**src/rtl/jk_loader_pkg.sv**
```systemverilog
// Shared types and constants for the JK state loader.
package jk_loader_pkg;

    // Loader FSM states
    typedef enum logic [1:0] {
        IDLE  = 2'b00,
        DRIVE = 2'b01,
        CHECK = 2'b10
    } state_t;

    // Per-bit excitation codes, packed as {J, K}
    localparam logic [1:0] JK_HOLD = 2'b00;
    localparam logic [1:0] JK_SET  = 2'b10;
    localparam logic [1:0] JK_RST  = 2'b01;
    localparam logic [1:0] JK_TGL  = 2'b11;

    // Width of the retry counter: enough to hold 0..max_retry, at least one bit
    function automatic int retry_width(input int max_retry);
        int w;
        w = $clog2(max_retry + 1);
        if (w < 1) begin
            w = 1;
        end else begin
            w = w;
        end
        return w;
    endfunction

endpackage

```
**src/rtl/jk_excite.sv**
```systemverilog
// Combinational JK excitation: derives J/K per bit from current Q and target.
// Build option JK_TOGGLE_EXC_EN: changing bits use toggle (J=K=1) instead of set/reset.
module jk_excite
    import jk_loader_pkg::*;
#(
    parameter int WIDTH = 4
) (
    input  logic [WIDTH-1:0] q,
    input  logic [WIDTH-1:0] target,
    output logic [WIDTH-1:0] j,
    output logic [WIDTH-1:0] k
);

`ifdef JK_TOGGLE_EXC_EN
    localparam logic [1:0] UP_CODE   = JK_TGL;
    localparam logic [1:0] DOWN_CODE = JK_TGL;
`else
    localparam logic [1:0] UP_CODE   = JK_SET;
    localparam logic [1:0] DOWN_CODE = JK_RST;
`endif

    // Excitation for a single flop; don't-cares resolve to hold (0,0)
    function automatic logic [1:0] excite_bit(input logic q_b, input logic t_b);
        logic [1:0] code;
        case ({q_b, t_b})
            2'b01:   code = UP_CODE;
            2'b10:   code = DOWN_CODE;
            default: code = JK_HOLD;
        endcase
        return code;
    endfunction

    // Apply the per-bit excitation across the whole bank
    always_comb begin
        j = '0;
        k = '0;
        for (int i = 0; i < WIDTH; i++) begin
            {j[i], k[i]} = excite_bit(q[i], target[i]);
        end
    end

endmodule

```
**src/rtl/jk_state_loader.sv**
```systemverilog
// Drives a bank of JK flops (shared enable) to a requested target word,
// verifying the result and retrying up to MAX_RETRY extra times.
// Optional build macro: JK_TOGGLE_EXC_EN (toggle excitation, see jk_excite).
module jk_state_loader
    import jk_loader_pkg::*;
#(
    parameter int WIDTH     = 4,
    parameter int MAX_RETRY = 2
) (
    input  logic             clk,
    input  logic             reset,
    input  logic             in_valid,
    output logic             in_ready,
    input  logic [WIDTH-1:0] in_target,
    input  logic [WIDTH-1:0] q_in,
    output logic             en_out,
    output logic [WIDTH-1:0] j_out,
    output logic [WIDTH-1:0] k_out,
    output logic             busy,
    output logic             done,
    output logic             error
);

    localparam int RW = retry_width(MAX_RETRY);
    localparam logic [RW-1:0] RETRY_LIMIT = RW'(MAX_RETRY);
    localparam logic [RW-1:0] RETRY_ONE   = RW'(1);

    state_t           state_r, state_s;
    logic [RW-1:0]    retry_r, retry_s;
    logic [WIDTH-1:0] target_r, target_s;
    logic             en_r, en_s;
    logic [WIDTH-1:0] j_r, j_s;
    logic [WIDTH-1:0] k_r, k_s;
    logic             done_r, done_s;
    logic             error_r, error_s;

    logic [WIDTH-1:0] exc_target_s;
    logic [WIDTH-1:0] exc_j_s;
    logic [WIDTH-1:0] exc_k_s;

    // Excitation target: the incoming word when accepting, the latched word when retrying
    always_comb begin
        exc_target_s = target_r;
        case (state_r)
            IDLE:    exc_target_s = in_target;
            default: exc_target_s = target_r;
        endcase
    end

    jk_excite #(
        .WIDTH (WIDTH)
    ) u_excite (
        .q      (q_in),
        .target (exc_target_s),
        .j      (exc_j_s),
        .k      (exc_k_s)
    );

    // Next-state and next-output logic for the loader FSM
    always_comb begin
        state_s  = state_r;
        retry_s  = retry_r;
        target_s = target_r;
        en_s     = 1'b0;
        j_s      = '0;
        k_s      = '0;
        done_s   = 1'b0;
        error_s  = 1'b0;
        case (state_r)
            IDLE: begin
                if (in_valid) begin
                    target_s = in_target;
                    en_s     = 1'b1;
                    j_s      = exc_j_s;
                    k_s      = exc_k_s;
                    retry_s  = '0;
                    state_s  = DRIVE;
                end else begin
                    state_s  = IDLE;
                end
            end
            DRIVE: begin
                // Flops update on the closing edge of this cycle; verify next
                state_s = CHECK;
            end
            CHECK: begin
                if (q_in == target_r) begin
                    done_s  = 1'b1;
                    state_s = IDLE;
                end else if (retry_r < RETRY_LIMIT) begin
                    retry_s = retry_r + RETRY_ONE;
                    en_s    = 1'b1;
                    j_s     = exc_j_s;
                    k_s     = exc_k_s;
                    state_s = DRIVE;
                end else begin
                    error_s = 1'b1;
                    state_s = IDLE;
                end
            end
            default: begin
                state_s = IDLE;
            end
        endcase
    end

    // State and output registers with synchronous reset
    always_ff @(posedge clk) begin
        if (reset) begin
            state_r  <= IDLE;
            retry_r  <= '0;
            target_r <= '0;
            en_r     <= 1'b0;
            j_r      <= '0;
            k_r      <= '0;
            done_r   <= 1'b0;
            error_r  <= 1'b0;
        end else begin
            state_r  <= state_s;
            retry_r  <= retry_s;
            target_r <= target_s;
            en_r     <= en_s;
            j_r      <= j_s;
            k_r      <= k_s;
            done_r   <= done_s;
            error_r  <= error_s;
        end
    end

    assign in_ready = (state_r == IDLE);
    assign busy     = (state_r != IDLE);
    assign en_out   = en_r;
    assign j_out    = j_r;
    assign k_out    = k_r;
    assign done     = done_r;
    assign error    = error_r;

endmodule
```
**config.mk**
```make
export PLATFORM = sky130hd
export DESIGN_NAME = jk_state_loader
export DESIGN_NICKNAME = d
export VERILOG_FILES = /design/src/rtl/jk_loader_pkg.sv /design/src/rtl/jk_excite.sv /design/src/rtl/jk_state_loader.sv
export SDC_FILE = /design/constraint.sdc
export NUM_CORES = 1
export LEC_CHECK = 0
export BUFFER_PORTS_ARGS = -buffer_cell sky130_fd_sc_hd__buf_2
export CORE_UTILIZATION = 50
export CTS_BUF_LIST = sky130_fd_sc_hd__clkbuf_4
export DETAILED_ROUTE_END_ITERATION = 12
export GPL_TIMING_DRIVEN = 0
export PLACE_DENSITY = 0.85
export REMOVE_ABC_BUFFERS = 1
export SETUP_SLACK_MARGIN = 0.1
export SLEW_MARGIN = 20
export SYNTH_ARGS = -nofsm -noshare
export SYNTH_HDL_FRONTEND = slang
export SYNTH_SLANG_ARGS = --single-unit
```
**constraint.sdc**
```tcl
create_clock -name clk -period 2.3 [get_ports clk]
set_clock_uncertainty 0.1 [all_clocks]
set_input_delay 0.23 -clock clk [delete_from_list [all_inputs] [get_ports clk]]
set_output_delay 0.23 -clock clk [all_outputs]
set_load 0.02 [all_outputs]
```
Word-level counts from Yosys, hierarchy flattened
Index checks and enable logic that the tools add are counted.
Operators by class
  add/sub/neg operators: 1
  mux-type cells: 27
  bitwise gates (word level): 1
  reductions and logical operators: 7
  eq/ne operators: 14
  $lt $le $gt $ge: 1
Operators with widths (number)
  2-to-1 mux 4 bit: 7
  case mux 2 bit (2 select lines): 5
  case mux 4 bit (2 select lines): 2
  == test 2 x 1 -> 1 bit (second input constant): 5
  == test 2 bit (second input constant): 5
  2-to-1 mux 1 bit: 8
  2-to-1 mux 2 bit: 3
  != test 2 bit (second input constant): 3
  case mux 2 bit (3 select lines): 1
  == test 4 bit: 1
  AND reduction 4 bit: 1
  nonzero test 2 bit: 2
  OR reduction 3 bit: 1
  adder 2 x 1 -> 2 bit (second input constant): 1
  logical NOT 2 bit: 1
  < comparator 2 bit (second input constant): 1
  case mux 1 bit (2 select lines): 1
  AND reduction 2 bit: 1
  OR reduction 2 bit: 1
  inverter 1 bit: 1
Word-level totals
  output and inout bits: 13
  logic and storage cells: 59
  flip-flop bits (word level): 19

Depth between registers and ports, before layout
Gate-level depths: netlist of the first run.
  word-level depth: 7
  mapped depth: 6

Modules after synthesis
From an unflattened synthesis of the first run, not the netlist that was laid out.
Second synthesis, totals
  cell total of the unflattened synthesis: 86
  area, all modules: 860.8 um2
By module, submodules not included
  jk_state_loader: area each 790.8 um2, times used 1, cells an instance 78
  jk_excite: area each 70.1 um2, times used 1, cells an instance 8

Worst setup path before layout of the first run
Ideal clock, no wire load.
  path type: register to register
  start point: register state_r[1]
  end point: register j_r[1] (netlist: j_out[1])
  buffers on the path: 2
  library setup time: 0.104 ns
  arrival: 1.444 ns
  stages on the path, launching flop included: 6
  setup slack: 0.653 ns
  cell sequence: dfxtp_1 buf_4 or3b_1 a41o_1 buf_6 a2111oi_2
On the way
  cells in the longest elaborated chain, start to end: 7
  elaborated cells on any way between the ends: 10
  those cells by class: eq/ne (3); mux (6); reduce/logical (1)
RTL lines
  start, declared: line jk_state_loader.sv:28  | state_t state_r, state_s;
  start signal, assigned: line jk_state_loader.sv:119  | state_r <= state_s;
  logical NOT 2 bit: line jk_state_loader.sv:44, jk_state_loader.sv:69
  2-to-1 mux 4 bit: line jk_state_loader.sv:44  | case (state_r)
  == test 2 bit or == test 2 x 1 -> 1 bit (tied branches): line jk_excite.sv:25  | case ({q_b, t_b})
  case mux 2 bit (2 select lines): line jk_excite.sv:25
  2-to-1 mux 4 bit: line jk_state_loader.sv:90  | end else if (retry_r < RETRY_LIMIT) begin
  2-to-1 mux 4 bit: line jk_state_loader.sv:87  | if (q_in == target_r) begin
  case mux 4 bit (2 select lines) *: line jk_state_loader.sv:69  | case (state_r)
  end signal, assigned: line jk_state_loader.sv:123  | j_r <= j_s;
  end, declared: line jk_state_loader.sv:32  | logic [WIDTH-1:0] j_r, j_s;
Mark *: on every way between the ends. The rest lies on a longest branch, timed or not.
A chain may end at the register's enable or synchronous reset.

Final worst setup path of the first run
  start point: register state_r[1]
  end point: register k_r[2] (netlist: k_out[2])
On the way
  cells in the longest elaborated chain, start to end: 7
  elaborated cells on any way between the ends: 10
  those cells by class: eq/ne (3); mux (6); reduce/logical (1)
RTL lines
  logical NOT 2 bit: line jk_state_loader.sv:44, jk_state_loader.sv:69
  2-to-1 mux 4 bit: line jk_state_loader.sv:44
  == test 2 bit or == test 2 x 1 -> 1 bit (tied branches): line jk_excite.sv:25
  case mux 2 bit (2 select lines): line jk_excite.sv:25
  2-to-1 mux 4 bit: line jk_state_loader.sv:90
  2-to-1 mux 4 bit: line jk_state_loader.sv:87
  case mux 4 bit (2 select lines) *: line jk_state_loader.sv:69
  end signal, assigned: line jk_state_loader.sv:124  | k_r <= k_s;
  end, declared: line jk_state_loader.sv:33  | logic [WIDTH-1:0] k_r, k_s;
Marked as above.

==> flow_metrics.env, run 1 <==
export IMPL_antenna_found_initial=0
export IMPL_powerDensity_nw_per_um2=664.2
export IMPL_die_w_um=43.59
export IMPL_antenna_cells=0
export IMPL_avgSynthCellArea_um2=10.81
export IMPL_drt_pass1_iter_count=8
export IMPL_grt_max_degree=20
export IMPL_grtUsageMet2_pct=25.67
export IMPL_async_flop_share_pct=0
export IMPL_tritoncts="done"
export IMPL_fin_area_um2=980.9
export IMPL_ctsResizeCount=0
export IMPL_drt_iter0_drc=6
export IMPL_finalSetupTns_ns=0
export IMPL_grt_usage_pct=16.72
export IMPL_synth_cell_types=23
export IMPL_drtAntennaViolNets=0
export IMPL_cp_required_ns=2.38
export IMPL_ys_seq_area_share_pct=43.99
export IMPL_post_layout_nonfiller_instances=116
export IMPL_place_ws_ns=0.3780
export IMPL_wirelength_um=1408
export IMPL_drive_above_1_share_pct=39.00
export IMPL_num_vias=656
export IMPL_startpoint="state_r[1]"
export IMPL_start_util_pct=55.46
export IMPL_vdd_drop_max_v=0.0004783
export IMPL_startpoint_type="register"
export IMPL_insertion_delay_ns=0.30
export IMPL_finalNetCount=112
export IMPL_period_share_pct=84.70
export IMPL_dieArea_um2=1900
export IMPL_yosysTopAreaCell="dfxtp_1"
export IMPL_post_drt_wl_per_cell_um=12.14
export IMPL_gp_congestion=0.7519
export IMPL_core_um2=1559
export IMPL_min_path_type="in -> reg"
export IMPL_grt_pass1_wl_um=2235
export IMPL_cp_cell_sequence="or3b_1 > a41o_1 > a2111oi_0"
export IMPL_drc=2
export IMPL_synth_edf_count=0
export IMPL_vias_per_cell=5.655
export IMPL_yosys_warnings=0
export IMPL_grt_met3_usage_pct=7.500
export IMPL_ys_top_cells_by_count="dfxtp_1, nand2_1, a21oi_1"
export IMPL_period_needed_ns=1.948
export IMPL_violations="DRC"
export IMPL_rsz0062_at_grt="no"
export IMPL_hold_violations=0
export IMPL_synthToLayoutAreaGrowth_pct=13.46
export IMPL_leakagePower_nw=0.4319
export IMPL_slowest_delay_ns=0.48
export IMPL_critPathSlowestCell="a2111oi_0"
export IMPL_cts_root_buf="clkbuf_4"
export IMPL_outcome="finished with violations"
export IMPL_grt_busiest_layer="met2"
export IMPL_power_total_mw=0.6516
export IMPL_clk_pin_slew_ns=0.10
export IMPL_ys_flop_type="dfxtp_1"
export IMPL_cts_buffer_depth=2
export IMPL_synth_area_leaders="dfxtp_1, a2111oi_2, mux2i_1"
export IMPL_ys_ff_latch=19
export IMPL_yosysMostFrequentCell="dfxtp_1"
export IMPL_max_slew_margin_pct=55.41
export IMPL_cts_setup_buffers=0
export IMPL_hold_buffers=0
export IMPL_fin_ws_ns=0.3519
export IMPL_io_buffers=23
export IMPL_overflow=0
export IMPL_dpl_instance_area_um2=950.9
export IMPL_hold_start="q_in[1]"
export IMPL_io_pins=24
export IMPL_reg2reg_from="state_r[1]"
export IMPL_die_h_um=43.59
export IMPL_met1_usage_pct=19.27
export IMPL_synth_top_cell_area_share_pct=43.99
export IMPL_synthesis_area_um2=864.6
export IMPL_synth_cells=80
export IMPL_dp_hpwl_um=980.9
export IMPL_cp_max_fo=12
export IMPL_setup_viol=0
export IMPL_num_rows=14
export IMPL_slew_violations=0
export IMPL_cts_made_buffers=3
export IMPL_cp_arrival_ns=2.03
export IMPL_grt_pass1_vias=515
export IMPL_worst_pin_slew_ns=0.6688
export IMPL_cts_num_sinks=19
export IMPL_cp_end_kind="register"
export IMPL_max_cap_viol_count=0
export IMPL_ctsHtreeMaxLevel=1
export IMPL_dp_cells=112
export IMPL_worstSetupPathType="reg -> reg"
export IMPL_max_freq_mhz=513.3
power breakdown:
group          leakage (nW)  total (mW)  switching (mW)  internal, mW
clock                0.0184       0.176          0.0967        0.0794
combinational         0.259       0.122          0.0713        0.0504
sequential            0.155       0.354          0.0104         0.343
registers in the layout, indices dropped and copies added, names as in the netlist:
| register | cells |
|---|---|
| done | 1 |
| error | 1 |
| state_r | 2 |
| retry_r | 2 |
| target_r | 4 |
| k_out | 4 |
| en_out | 1 |
| j_out | 4 |
through the flow:
stage                     hold WS (ns)  util (%)
after CTS                      0.01105     62.92
after floorplan                 0.1989         -
after global placement          0.3434     61.00
after detailed placement        0.3420     61.00
after global routing           0.01341     62.92
final                          0.02397     62.92
per-layer routing:
| metal | up-vias | part of all wire, % |
|---|---|---|
| li1 | 330 | - |
| met1 | 299 | 42 |
| met2 | 23 | 49 |
| met3 | 4 | 7.0 |
| met4 | 0 | 1.8 |
| met5 | - | 0 |
kinds of logic (layout without fill, tap and decap cells):
| kind of cell | Yosys count | after routing | synth area share [%] |
|---|---|---|---|
| flops | 19 | 19 | 43.99 |
| mux | 9 | 9 | 11.00 |
| xor+xnor | 4 | 4 | 4.052 |
| buf+inv | 12 | 32 | 7.814 |
| simple gates | 20 | 20 | 14.04 |
| compound gates | 16 | 16 | 19.10 |
placed cells by master (no fill, tap or decap), types with 2 or more instances in the layout:
| cell type | count |
|---|---|
| a2111oi_0 | 2 |
| a2111oi_2 | 5 |
| a21oi_1 | 6 |
| buf_2 | 23 |
| clkbuf_4 | 4 |
| dfxtp_1 | 19 |
| inv_1 | 5 |
| mux2_2 | 4 |
| mux2i_1 | 5 |
| nand2_1 | 8 |
| nand3b_1 | 2 |
| nor3b_1 | 3 |
| or3b_1 | 2 |
| xnor2_1 | 4 |
final timing paths:
kind | to | slack, ns | depth (start not counted)
worst max-delay path | k_out[2] | 0.35 | 3
worst min register to register | error | 0.40 | 1
worst min-delay path | j_out[1] | 0.02 | 2
worst max register to register | k_out[2] | 0.35 | 3
layout make-up:
class | instances | area, um2
inverters | 5 | 18.77
fillers | 133 | 578.1
multi-input cells | 49 | 416.7
flip-flops and latches | 19 | 380.4
well taps | 16 | 20.02
clock buffers | 4 | 30.03
repair buffers | 23 | 115.1
critical path, delay by kind of cell, from the launching register on:
kind             cells  cell delay [ns]
flip-flops           1             0.45
AO/OA/AOI/OAI        2             0.91
AND/OR/NAND/NOR      1             0.38
Note: power is estimated with default switching activity, not from simulation.
==> inputs of run 2 (changes only) <==
- clock period: 2.3 -> 1.9 ns (I/O delays scaled with it)
==> run 2 against run 1 <==
The run still ends with DRC left. Final cell count is 3.4% higher. Sequential share of layout area is 2.1 points lower. Clock-buffer cell count stayed put. Clock power is 23% higher. Routed wire length is 9.5% higher. Worst setup slack worse by 0.16 ns. Total power is 24% higher. Worst hold slack better by 0.015 ns. Critical path depth is 2 higher.
==> flow_metrics.env, run 2 (synthesized netlist as in run 1, its figures left out) <==
export IMPL_num_rows=14
export IMPL_antenna_cells=0
export IMPL_max_freq_mhz=586.1
export IMPL_startpoint_type="input pin"
export IMPL_die_w_um=43.59
export IMPL_grt_pass1_wl_um=2318
export IMPL_cts_buffer_depth=2
export IMPL_period_share_pct=89.80
export IMPL_wirelength_um=1542
export IMPL_io_buffers=23
export IMPL_gp_congestion=0.7519
export IMPL_violations="DRC"
export IMPL_period_needed_ns=1.706
export IMPL_max_cap_viol_count=0
export IMPL_combinationalPowerShare_pct=20.1
export IMPL_grt_pass1_vias=536
export IMPL_p_switching_mw=0.2255
export IMPL_cp_arrival_ns=1.80
export IMPL_dp_hpwl_um=980.9
export IMPL_cp_required_ns=1.99
export IMPL_overflow=0
export IMPL_cts_num_sinks=19
export IMPL_min_path_type="in -> reg"
export IMPL_dp_cells=112
export IMPL_cp_end_kind="register"
export IMPL_vias_per_cell=5.483
export IMPL_power_share_clock_pct=26.7
export IMPL_powerDensity_nw_per_um2=774.7
export IMPL_fin_area_um2=1041
export IMPL_tritoncts="done"
export IMPL_p_int_mw=0.5810
export IMPL_dieArea_um2=1900
export IMPL_synthToLayoutAreaGrowth_pct=20.41
export IMPL_max_slew_margin_pct=64.31
export IMPL_final_common_cell="buf_2"
export IMPL_hold_violations=0
export IMPL_leakagePower_nw=0.4503
export IMPL_drt_iter0_drc=12
export IMPL_cts_made_buffers=3
export IMPL_drt_pass1_iter_count=8
export IMPL_antenna_found_initial=0
export IMPL_setup_viol=0
export IMPL_worst_pin_slew_ns=0.5342
export IMPL_drtAntennaViolNets=0
export IMPL_cts_root_buf="clkbuf_4"
export IMPL_layout_common_cells="buf_2, dfxtp_1, nand2_1, a2111oi_2, a21oi_1"
export IMPL_vdd_drop_max_v=0.0005714
export IMPL_worstSetupPathType="in -> reg"
export IMPL_drc=2
export IMPL_cp_max_fo=12
export IMPL_p_sw_share_pct=27.96
export IMPL_start_util_pct=55.46
export IMPL_power_total_mw=0.8065
export IMPL_grt_usage_pct=17.24
export IMPL_core_um2=1559
export IMPL_clk_pin_slew_ns=0.10
export IMPL_finalNetCount=116
export IMPL_slew_violations=0
export IMPL_p_seq_share_pct=53.2
export IMPL_grt_max_degree=20
export IMPL_post_layout_nonfiller_instances=120
export IMPL_num_vias=658
export IMPL_rsz0062_at_grt="no"
export IMPL_insertion_delay_ns=0.30
export IMPL_dpl_instance_area_um2=950.9
export IMPL_io_pins=24
export IMPL_outcome="finished with violations"
export IMPL_post_drt_wl_per_cell_um=12.85
export IMPL_ctsHtreeMaxLevel=1
export IMPL_die_h_um=43.59
export IMPL_final_util_pct=66.77
export IMPL_drive_above_1_share_pct=41.35
[run 2: cell count changes in the layout (fill, tap and decap cells not counted)]
cell,change
a2111oi_1,+1
dlygate4sd3_1,+4
dfxtp_1,-1
a41o_4,+1
dfxtp_2,+1
or3b_2,+1
a2111oi_0,-2
or3b_1,-1
a2111oi_2,+1
a41o_1,-1
[run 2: stage by stage]
| step | setup TNS (ns) | setup WS, ns | hold slack (ns) |
|---|---|---|---|
| after floorplan | 0 | 0.1849 | 0.1589 |
| after global placement | 0 | 0.02186 | 0.3034 |
| after detailed placement | -0.02378 | -0.02197 | 0.3020 |
| after CTS | 0 | 0.1112 | 0.02319 |
| after global routing | 0 | 0.1119 | 0.02458 |
| final | 0 | 0.1938 | 0.03871 |
[run 2: final timing paths]
path	endpoint	startpoint	cells after the start	slack [ns]
setup / recovery	k_out[2]	q_in[1]	5	0.19
hold / removal	target_r[1]	in_target[1]	3	0.04
setup reg to reg	k_out[2]	state_r[1]	3	0.20
hold reg to reg	state_r[1]	state_r[1]	1	0.40
[run 2: layout make-up]
| class | count | area, um2 |
|---|---|---|
| Timing Repair Buffer | 27 | 155.1 |
| Inverter | 5 | 18.77 |
| Multi-Input combinational cell | 49 | 435.4 |
| Sequential cell | 19 | 381.6 |
| Fill cell | 132 | 518.0 |
| Clock buffer | 4 | 30.03 |
| Tap cell | 16 | 20.02 |
[run 2: routing by layer]
layer | up-vias | track usage, % | wire length (um)
met1 | 294 | 19.79 | 695
met3 | 5 | 7.500 | 81
li1 | 340 | - | -
met4 | 0 | 9.375 | 30
met2 | 19 | 26.87 | 734
met5 | - | 0 | 0
[run 2: timing repair]
| action | CTS | global route |
|---|---|---|
| setup endpoints to repair | 8 | 4 |
| gates resized for setup | 2 | 5 |
| pin swaps | 0 | 0 |
| hold buffers | 4 | 0 |
| endpoints found under the hold margin | 4 | 0 |
| buffers inserted | 0 | 0 |
[run 2: worst max-delay path, cell delays in order]
cell and delay [ns]:
dlygate4sd3_1 0.54, buf_2 0.15, xnor2_1 0.15, a41o_4 0.38, a2111oi_1 0.39
[run 2: power groups by stage]
stage	registers, mW	logic, mW	clock network [mW]
after CTS	0.429	0.154	0.228
after detailed placement	0.438	0.148	0
after global routing	0.431	0.174	0.244
after global placement	0.437	0.146	0
final	0.429	0.162	0.216
after floorplan	0.447	0.0911	0
